## src/rtl/tick_gen_pkg.sv

```systemverilog
// Shared types and reset constants for the programmable tick generator.
// Channel modes, channel state encoding and the default period width.
package tick_gen_pkg;

  localparam int unsigned TICK_PERIOD_WIDTH   = 16;
  localparam int unsigned TICK_DEFAULT_PERIOD = 96;

  typedef logic [TICK_PERIOD_WIDTH-1:0] period_t;

  typedef enum logic {
    MODE_PERIODIC,
    MODE_ONE_SHOT
  } tick_mode_t;

  typedef enum logic {
    CH_IDLE,
    CH_RUN
  } ch_state_t;

endpackage

```

## src/rtl/tick_channel.sv

```systemverilog
// One tick channel: shadow period/mode, down-counter, run state.
// Shadow values only reach the counter at a load or periodic reload.
module tick_channel
  import tick_gen_pkg::*;
#(
  parameter int unsigned PW    = TICK_PERIOD_WIDTH,
  parameter int unsigned DEF_P = TICK_DEFAULT_PERIOD
) (
  input  logic          clk,
  input  logic          reset_n,
  input  logic          cfg_we_i,
  input  logic [PW-1:0] cfg_period_i,
  input  logic          cfg_one_shot_i,
  input  logic          start_i,
  input  logic          stop_i,
  output logic          tick_o,
  output logic          busy_o,
  output logic          done_o
);

  localparam logic [PW-1:0] ONE = PW'(1);

  ch_state_t     state_q, state_d;
  logic [PW-1:0] cnt_q, cnt_d;
  logic [PW-1:0] shp_q, shp_d;
  tick_mode_t    shm_q, shm_d;
  tick_mode_t    mode_q, mode_d;
  logic          tick_q, tick_d;
  logic          done_q, done_d;

  logic running;
  logic p_zero;
  logic load;
  logic expire;
  logic count;

  assign running = (state_q == CH_RUN);
  assign p_zero  = (shp_q == '0);
  // A start with a zero shadow period is dropped entirely.
  assign load    = start_i && !stop_i && !p_zero;
  assign expire  = running && !stop_i && !load
                && (cnt_q == '0);
  assign count   = running && !stop_i && !load
                && (cnt_q != '0);

  assign shp_d = cfg_we_i ? cfg_period_i : shp_q;
  assign shm_d = cfg_we_i ? tick_mode_t'(cfg_one_shot_i)
                          : shm_q;

  always_ff @(posedge clk or negedge reset_n) begin
    if (!reset_n) begin
      state_q <= CH_IDLE;
    end else begin
      state_q <= state_d;
    end
  end

  always_comb begin
    state_d = state_q;
    unique case (1'b1)
      stop_i: state_d = CH_IDLE;
      load:   state_d = CH_RUN;
      expire: begin
        if (mode_q == MODE_ONE_SHOT || p_zero) begin
          state_d = CH_IDLE;
        end
      end
      default: ;
    endcase
  end

  always_comb begin
    cnt_d  = cnt_q;
    mode_d = mode_q;
    tick_d = 1'b0;
    done_d = 1'b0;
    unique case (1'b1)
      load: begin
        cnt_d  = shp_q - ONE;
        mode_d = shm_q;
      end
      expire: begin
        tick_d = 1'b1;
        if (mode_q == MODE_ONE_SHOT) begin
          done_d = 1'b1;
        end else begin
          cnt_d  = shp_q - ONE;
          mode_d = shm_q;
        end
      end
      count:  cnt_d = cnt_q - ONE;
      default: ;
    endcase
  end

  always_ff @(posedge clk or negedge reset_n) begin
    if (!reset_n) begin
      cnt_q  <= '0;
      shp_q  <= PW'(DEF_P);
      shm_q  <= MODE_PERIODIC;
      mode_q <= MODE_PERIODIC;
      tick_q <= 1'b0;
      done_q <= 1'b0;
    end else begin
      cnt_q  <= cnt_d;
      shp_q  <= shp_d;
      shm_q  <= shm_d;
      mode_q <= mode_d;
      tick_q <= tick_d;
      done_q <= done_d;
    end
  end

  assign tick_o = tick_q;
  assign done_o = done_q;
  assign busy_o = running;

endmodule

```

## src/rtl/tick_pulse_gen.sv

```systemverilog
// Runtime-programmable multi-channel tick generator.
// Decodes config writes and fans them out to independent channels.
module tick_pulse_gen
  import tick_gen_pkg::*;
#(
  parameter int unsigned NUM_OF_CHANNELS = 4,
  parameter int unsigned PERIOD_WIDTH    = TICK_PERIOD_WIDTH,
  parameter int unsigned DEFAULT_PERIOD  = TICK_DEFAULT_PERIOD,
  localparam int unsigned CHW =
    (NUM_OF_CHANNELS > 1) ? $clog2(NUM_OF_CHANNELS) : 1
) (
  input  logic                       clk,
  input  logic                       reset_n,
  input  logic                       cfg_we,
  input  logic [CHW-1:0]             cfg_ch,
  input  logic [PERIOD_WIDTH-1:0]    cfg_period,
  input  logic                       cfg_one_shot,
  input  logic [NUM_OF_CHANNELS-1:0] start,
  input  logic [NUM_OF_CHANNELS-1:0] stop,
  input  logic                       sync_start,
  output logic [NUM_OF_CHANNELS-1:0] tick,
  output logic [NUM_OF_CHANNELS-1:0] busy,
  output logic [NUM_OF_CHANNELS-1:0] done
);

  logic [NUM_OF_CHANNELS-1:0] ch_we;
  logic [NUM_OF_CHANNELS-1:0] ch_start;

  assign ch_start = start | {NUM_OF_CHANNELS{sync_start}};

  for (genvar i = 0; i < NUM_OF_CHANNELS; i++) begin : g_ch
    // Out-of-range cfg_ch values match no channel and are dropped.
    assign ch_we[i] = cfg_we && (32'(cfg_ch) == i);

    tick_channel #(
      .PW    (PERIOD_WIDTH),
      .DEF_P (DEFAULT_PERIOD)
    ) u_ch (
      .clk            (clk),
      .reset_n        (reset_n),
      .cfg_we_i       (ch_we[i]),
      .cfg_period_i   (cfg_period),
      .cfg_one_shot_i (cfg_one_shot),
      .start_i        (ch_start[i]),
      .stop_i         (stop[i]),
      .tick_o         (tick[i]),
      .busy_o         (busy[i]),
      .done_o         (done[i])
    );
  end

endmodule

```

## config.mk

```make
export PLATFORM = sky130hd
export DESIGN_NAME = tick_pulse_gen
export DESIGN_NICKNAME = d
export VERILOG_FILES = /design/src/rtl/tick_gen_pkg.sv /design/src/rtl/tick_channel.sv /design/src/rtl/tick_pulse_gen.sv
export SDC_FILE = /design/constraint.sdc
export NUM_CORES = 1
export LEC_CHECK = 0
export ABC_CLOCK_PERIOD_IN_PS = 5650
export CAP_MARGIN = 0
export CORE_MARGIN = 8
export CORE_UTILIZATION = 40
export CTS_CLUSTER_SIZE = 30
export DETAILED_ROUTE_END_ITERATION = 8
export SLEW_MARGIN = 20
export SYNTH_ARGS = -nofsm -noshare
export SYNTH_HDL_FRONTEND = slang
export SYNTH_SLANG_ARGS = --single-unit
```

## constraint.sdc

```tcl
create_clock -name clk -period 5.65 [get_ports clk]
set_input_delay 1.13 -clock clk [delete_from_list [all_inputs] [get_ports clk]]
set_output_delay 1.13 -clock clk [all_outputs]
set_load 0.01 [all_outputs]
```

* Word-level counts from Yosys, hierarchy flattened
Cells that the tools add are included.
Word-level totals: register bits 148, bits of input ports 31, output and inout port bits 12, word-level logic and storage cells 161
Operators by class: $add $sub $neg 8, equal/unequal tests 11, mux-type cells 36, bitwise operators 1, reductions and logical operators 77
Operators by type and width (count):
- one-hot mux 16 bit (3 select lines) | 4
- zero test 16 bit | 8
- subtractor 16 x 1 -> 16 bit, second input constant | 8
- 2-to-1 mux 16 bit | 4
- nonzero test 16 bit | 4
- logical AND 1 bit | 28
- nonzero test 3 bit | 8
- 2-to-1 mux 1 bit | 20
- inequality test 2 bit, second input constant | 8
- AND reduction 2 bit | 8
- zero test 1 bit | 12
- one-hot mux 1 bit (3 select lines) | 4
- one-hot mux 1 bit (2 select lines) | 4
- nonzero test 2 bit | 4
- == test 2 bit, second input constant | 2
- logical OR 1 bit | 4
- OR 4 bit | 1
- == test 2 x 1 -> 1 bit, second input constant | 1
- zero test 2 bit | 1

* Depth between registers and ports, before layout
depth in word-level cells 8, mapped depth 16, mapped depth without buffers 14

* By module
Synthesis repeated with hierarchy kept, for this count alone.
Unflattened totals: cell total of the unflattened synthesis 1057, area, all modules 9613.0 µm²
By module, submodules not included:
- tick_channel (g_ch[0].u_ch ...) | times used 3, cells an instance 261, area an instance 2364.8 µm², sequential area each 928.4 µm²
- tick_channel (g_ch[3].u_ch) | times used 1, cells an instance 266, area an instance 2456.1 µm², sequential area each 928.4 µm²
- tick_pulse_gen | times used 1, cells an instance 8, area an instance 62.6 µm², sequential area each 0.0 µm²

* Worst setup path before layout
Ideal clock, no wire load.
path kind input port to flip-flop, start point in stop[1], end point reg g_ch[1].u_ch.cnt_q[12], library setup time 0.083 ns, data arrival time 4.774 ns, required time 5.567 ns, setup slack 0.793 ns, stages 15, path buffers 3, path through clkbuf_1 > nor2_1 > o21ai_1 > nor2_1 > clkbuf_1 > mux2i_1 > ha_1 > or4b_1 > or4_4 > or3_1 > clkbuf_1 > or2_0 > o31ai_1 > a21oi_1 > o21ai_0
Between the ends: cells in the longest elaborated chain, start to end 8, elaborated cells on any way between the ends 12, those cells by class 1 x eq/ne; 1 x mux; 10 x reduce/logical
Ends and longest elaborated chain:
- from (decl) | RTL line tick_pulse_gen.sv:19 | input logic [NUM_OF_CHANNELS-1:0] stop,
- zero test 1 bit (*) | RTL line tick_channel.sv:40, tick_channel.sv:41, tick_channel.sv:43
- logical AND 1 bit (2 in a row) | RTL line tick_channel.sv:40 | assign load = start_i && !stop_i && !p_zero;
- zero test 1 bit | RTL line tick_channel.sv:41, tick_channel.sv:43
- logical AND 1 bit | RTL line tick_channel.sv:41, tick_channel.sv:43
- logical AND 1 bit (on tied branches) | RTL line tick_channel.sv:42, tick_channel.sv:44
- inequality test 2 bit (no source line) or nonzero test 3 bit (tied branches)
- AND reduction 2 bit (no source line)
- to (signal assigned) | RTL line tick_channel.sv:105 | cnt_q <= cnt_d;
- to (decl) | RTL line tick_channel.sv:24 | logic [PW-1:0] cnt_q, cnt_d;
Mark *: on every way between the ends. The rest lies on a longest branch, timed or not. A chain may end at the register's enable or synchronous reset.

* Worst setup path after layout
start point reg g_ch[1].u_ch.shp_q[3], end point reg g_ch[1].u_ch.cnt_q[12]
Between the ends: cells in the longest elaborated chain, start to end 8, elaborated cells on any way between the ends 13, those cells by class 1 x add/sub; 1 x eq/ne; 2 x mux; 9 x reduce/logical
Ends and longest elaborated chain:
- from (decl) | RTL line tick_channel.sv:25 | logic [PW-1:0] shp_q, shp_d;
- from (signal assigned) | RTL line tick_channel.sv:99 | shp_q <= PW'(DEF_P);
- from (signal assigned) | RTL line tick_channel.sv:106 | shp_q <= shp_d;
- parallel branches: the longest is 8 deep, another holds subtractor 16 x 1 -> 16 bit
Several ways; the timed one is not identified. The select of a mux whose other input is x is not followed.

==> results.json <==
{
  "numCtsBuffers": 17,
  "fill_cells": 2210,
  "synth-seq-cells": 148,
  "ys.flop_type": "dfrtp_1",
  "tightest_slew_ns": 1.08,
  "synth_fp_nets": 1024,
  "viasPerCell": 5.96,
  "cts.sinks": 148,
  "end_kind": "flop",
  "synth_compound_area_share_pct": 19.0,
  "finalCritPeriodShare_pct": 83.7,
  "tns_ns": 0,
  "grt_use_total_pct": 17.2,
  "fin_crit_ns": 4.73,
  "wl_per_cell_um": 18.1,
  "pwr-share-clk_pct": 31.2,
  "combPwrFrac_pct": 22.5,
  "cts_tree": "done",
  "overflow": 0,
  "drt-total-wl_um": 23700,
  "hold_buffers": 0,
  "cellLeakagePower_nw": 3.94,
  "maxCapViolCount": 0,
  "synth_largest_area_cell": "dfrtp_1",
  "hold_path_class": "reg2reg",
  "drtIter0Drc": 680,
  "avgSynthCellArea_um2": 9.07,
  "antenna_cells": 0,
  "rsz0062_at_grt": "no",
  "insertion_delay_ns": 0.42,
  "layout.nets": 1048,
  "clockBufferDepth": 2,
  "coreArea_um2": 22300,
  "drive_gt1_share_pct": 14.8,
  "grt_max_degree": 63,
  "fin_ws_ns": 0.921,
  "synth_top_family_by_area": "simple AND/OR/NAND/NOR gates",
  "root_buffer": "clkbuf_16",
  "post_cts_resized": 0,
  "stdcell_count": 1311,
  "synth-edff-count": 0,
  "rows": 55,
  "critical_path_class": "reg2reg",
  "maxSlewHeadroom_pct": 28.1,
  "dp.cells": 1279,
  "post-synth-top-area-fraction_pct": 39.0,
  "swShare_pct": 33.7,
  "synthesis.area_um2": 8970,
  "die_y_um": 166,
  "grt_pass1_wl_um": 39700,
  "port_buffers": 42,
  "skew_ns": 0.00791,
  "synth-xor-area-share_pct": 2.83,
  "dp_slack_ns": 0.657,
  "yosys.area_share.simple_pct": 21.9,
  "vias": 7809,
  "synthTopCellsByArea": "dfrtp_1 39%, mux2_2 8.8%, o21ai_0 4.0%",
  "p_seq_share_pct": 46.3,
  "hold_viol": 0,
  "required_ns": 5.99,
  "synth_cell_types": 72,
  "ios": 43,
  "gp_congestion": 0.875,
  "drc_errors": 0,
  "grt_pass1_vias": 7719,
  "antenna_found_initial": 0,
  "antenna_left": 0,
  "path_clk_slew_ns": 0.06,
  "syn_inst": 989,
  "cts_max_level": 4,
  "clock.fmax_mhz": 211,
  "syn_to_final_growth_pct": 13.9,
  "yosysWarnings": 0,
  "switchingPower_mw": 1.19,
  "final-setup-viol-count": 0,
  "firstDrtPassIters": 5,
  "initial_utilization_pct": 40.2,
  "cp.arrival_ns": 5.07,
  "drv_slew": 0,
  "crit_path_max_fanout": 8,
  "yosysSeqAreaShare_pct": 41.4,
  "synth_fa_ha_area_share_pct": 0.558,
  "die_area_um2": 27500,
  "p_int_mw": 2.34,
  "cp-start-kind": "flop",
  "async_flop_share_pct": 100,
  "power_density_nw_per_um2": 345,
  "status": "finished clean",
  "muxShareOfSynthArea_pct": 10.3,
  "dp_hpwl_um": 16700,
  "post-cts-setup-buffers": 0,
  "ir_drop_uv": 210,
  "fp.dieW_um": 166
}
kinds of logic (layout without fill, tap and decap cells):
group / count (synthesis) / count (layout)
simple gates: 384 / 384
fa+ha+maj: 4 / 4
xor+xnor: 29 / 29
flops: 148 / 148
buf+inv: 77 / 114
compound gates: 264 / 264
mux: 83 / 83
state kept, by name (all words and copies together) (netlist names):
signal and cells:
g_ch.u_ch.busy_o 4, g_ch.u_ch.cnt_q 64, g_ch.u_ch.done_o 4, g_ch.u_ch.mode_q 4, g_ch.u_ch.shm_q 4, g_ch.u_ch.shp_q 64, g_ch.u_ch.tick_o 4
worst max-delay path: stages (launching register included):
cell and delay, ns:
dfrtp_1 0.44, nor4_1 0.51, nand2_1 0.31, o32a_1 0.43, nor2_1 0.33, mux2i_1 0.25, ha_1 0.18, or4b_1 0.48
or4_4 0.45, or3_1 0.45, or2_0 0.26, o31ai_1 0.27, a21oi_1 0.11, o21ai_0 0.17
layer usage:
layer | vias to the layer above | track usage, % | wire length, um
li1 | 3745 | - | -
met1 | 3858 | 23.1 | 11400
met2 | 187 | 27.9 | 11100
met3 | 19 | 3.15 | 981
met4 | 0 | 4.98 | 246
met5 | - | 0 | 0
layout make-up:
type | instances | area (um^2) | area share [%]
multi-input combinational | 764 | 4920 | 48.1
sequential | 148 | 3710 | 36.4
inverter | 17 | 63.8 | 0.625
tap | 285 | 357 | 3.49
timing repair buffer | 65 | 594 | 5.82
clock inverter | 8 | 77.6 | 0.759
clock buffer | 24 | 492 | 4.81
power groups by stage:
stage | Combinational (mW) | Sequential, mW | Clock, mW
2_1_floorplan | 0.619 | 1.53 | 0
3_3_place_gp | 0.780 | 1.64 | 0
3_5_place_dp | 0.793 | 1.64 | 0
4_1_cts | 0.796 | 1.63 | 1.12
5_1_grt | 0.895 | 1.68 | 1.17
6_report | 0.793 | 1.64 | 1.10
metrics by stage:
stage	hold WS, ns	util (%)	cell area [um^2]	total power [mW]
after CTS	0.527	45.8	10200	3.55
after floorplan	0.454	-	8970	2.15
final	0.523	45.8	10200	3.53
after global placement	0.495	43.2	9640	2.42
after global routing	0.536	45.8	10200	3.74
after detailed placement	0.505	43.2	9640	2.44
cell usage in the layout (no fill, tap or decap), types with 5 or more instances in the layout:
master | netlist | layout
a211oi_1 | 11 | 11
a21oi_1 | 66 | 66
a31oi_1 | 12 | 12
and3_1 | 11 | 11
buf_4 | 14 | 23
clkbuf_16 | 0 | 17
clkdlybuf4s50_1 | 0 | 41
dfrtp_1 | 140 | 140
dfstp_2 | 8 | 8
inv_1 | 17 | 17
mux2_2 | 70 | 70
mux2i_1 | 11 | 11
nand2_1 | 84 | 84
nand2b_1 | 13 | 13
nand3_1 | 23 | 23
nand3b_1 | 6 | 6
nand4_1 | 11 | 11
nor2_1 | 86 | 86
nor3_1 | 63 | 62
nor4_1 | 24 | 24
nor4b_1 | 5 | 5
o2111ai_1 | 6 | 6
o211ai_1 | 12 | 12
o21a_1 | 6 | 6
o21ai_0 | 72 | 72
o22a_1 | 8 | 8
o22ai_1 | 11 | 11
o41ai_1 | 5 | 5
or3_1 | 20 | 20
or4_1 | 10 | 10
xnor2_1 | 14 | 14
xor2_1 | 15 | 15
final timing paths:
kind	startpoint	endpoint	slack, ns	cells after the start
setup reg to reg	g_ch[1].u_ch.shp_q[3]$_DFFE_PN0P_	g_ch[1].u_ch.cnt_q[12]$_DFFE_PN0P_	0.92	13
min in group asynchronous	reset_n	g_ch[1].u_ch.done_o$_DFF_PN0_	0.70	1
hold / removal	g_ch[2].u_ch.shm_q$_DFFE_PN0P_	g_ch[2].u_ch.mode_q$_DFFE_PN0P_	0.52	2
setup / recovery	g_ch[1].u_ch.shp_q[3]$_DFFE_PN0P_	g_ch[1].u_ch.cnt_q[12]$_DFFE_PN0P_	0.92	13
max in group asynchronous	reset_n	g_ch[2].u_ch.shp_q[0]$_DFFE_PN0P_	3.85	2
hold reg to reg	g_ch[2].u_ch.shm_q$_DFFE_PN0P_	g_ch[2].u_ch.mode_q$_DFFE_PN0P_	0.52	2
synth_stat cells (all sizes together) (13+ instances only):
library cell	instances
dfrtp	140
nor2	86
nand2	84
o21ai	76
mux2	72
a21oi	66
nor3	64
clkbuf	32
buf	28
nor4	26
nand3	23
or3	20
inv	17
xor2	15
xnor2	14
nand2b	13
Note: power is estimated with default switching activity, not from simulation.
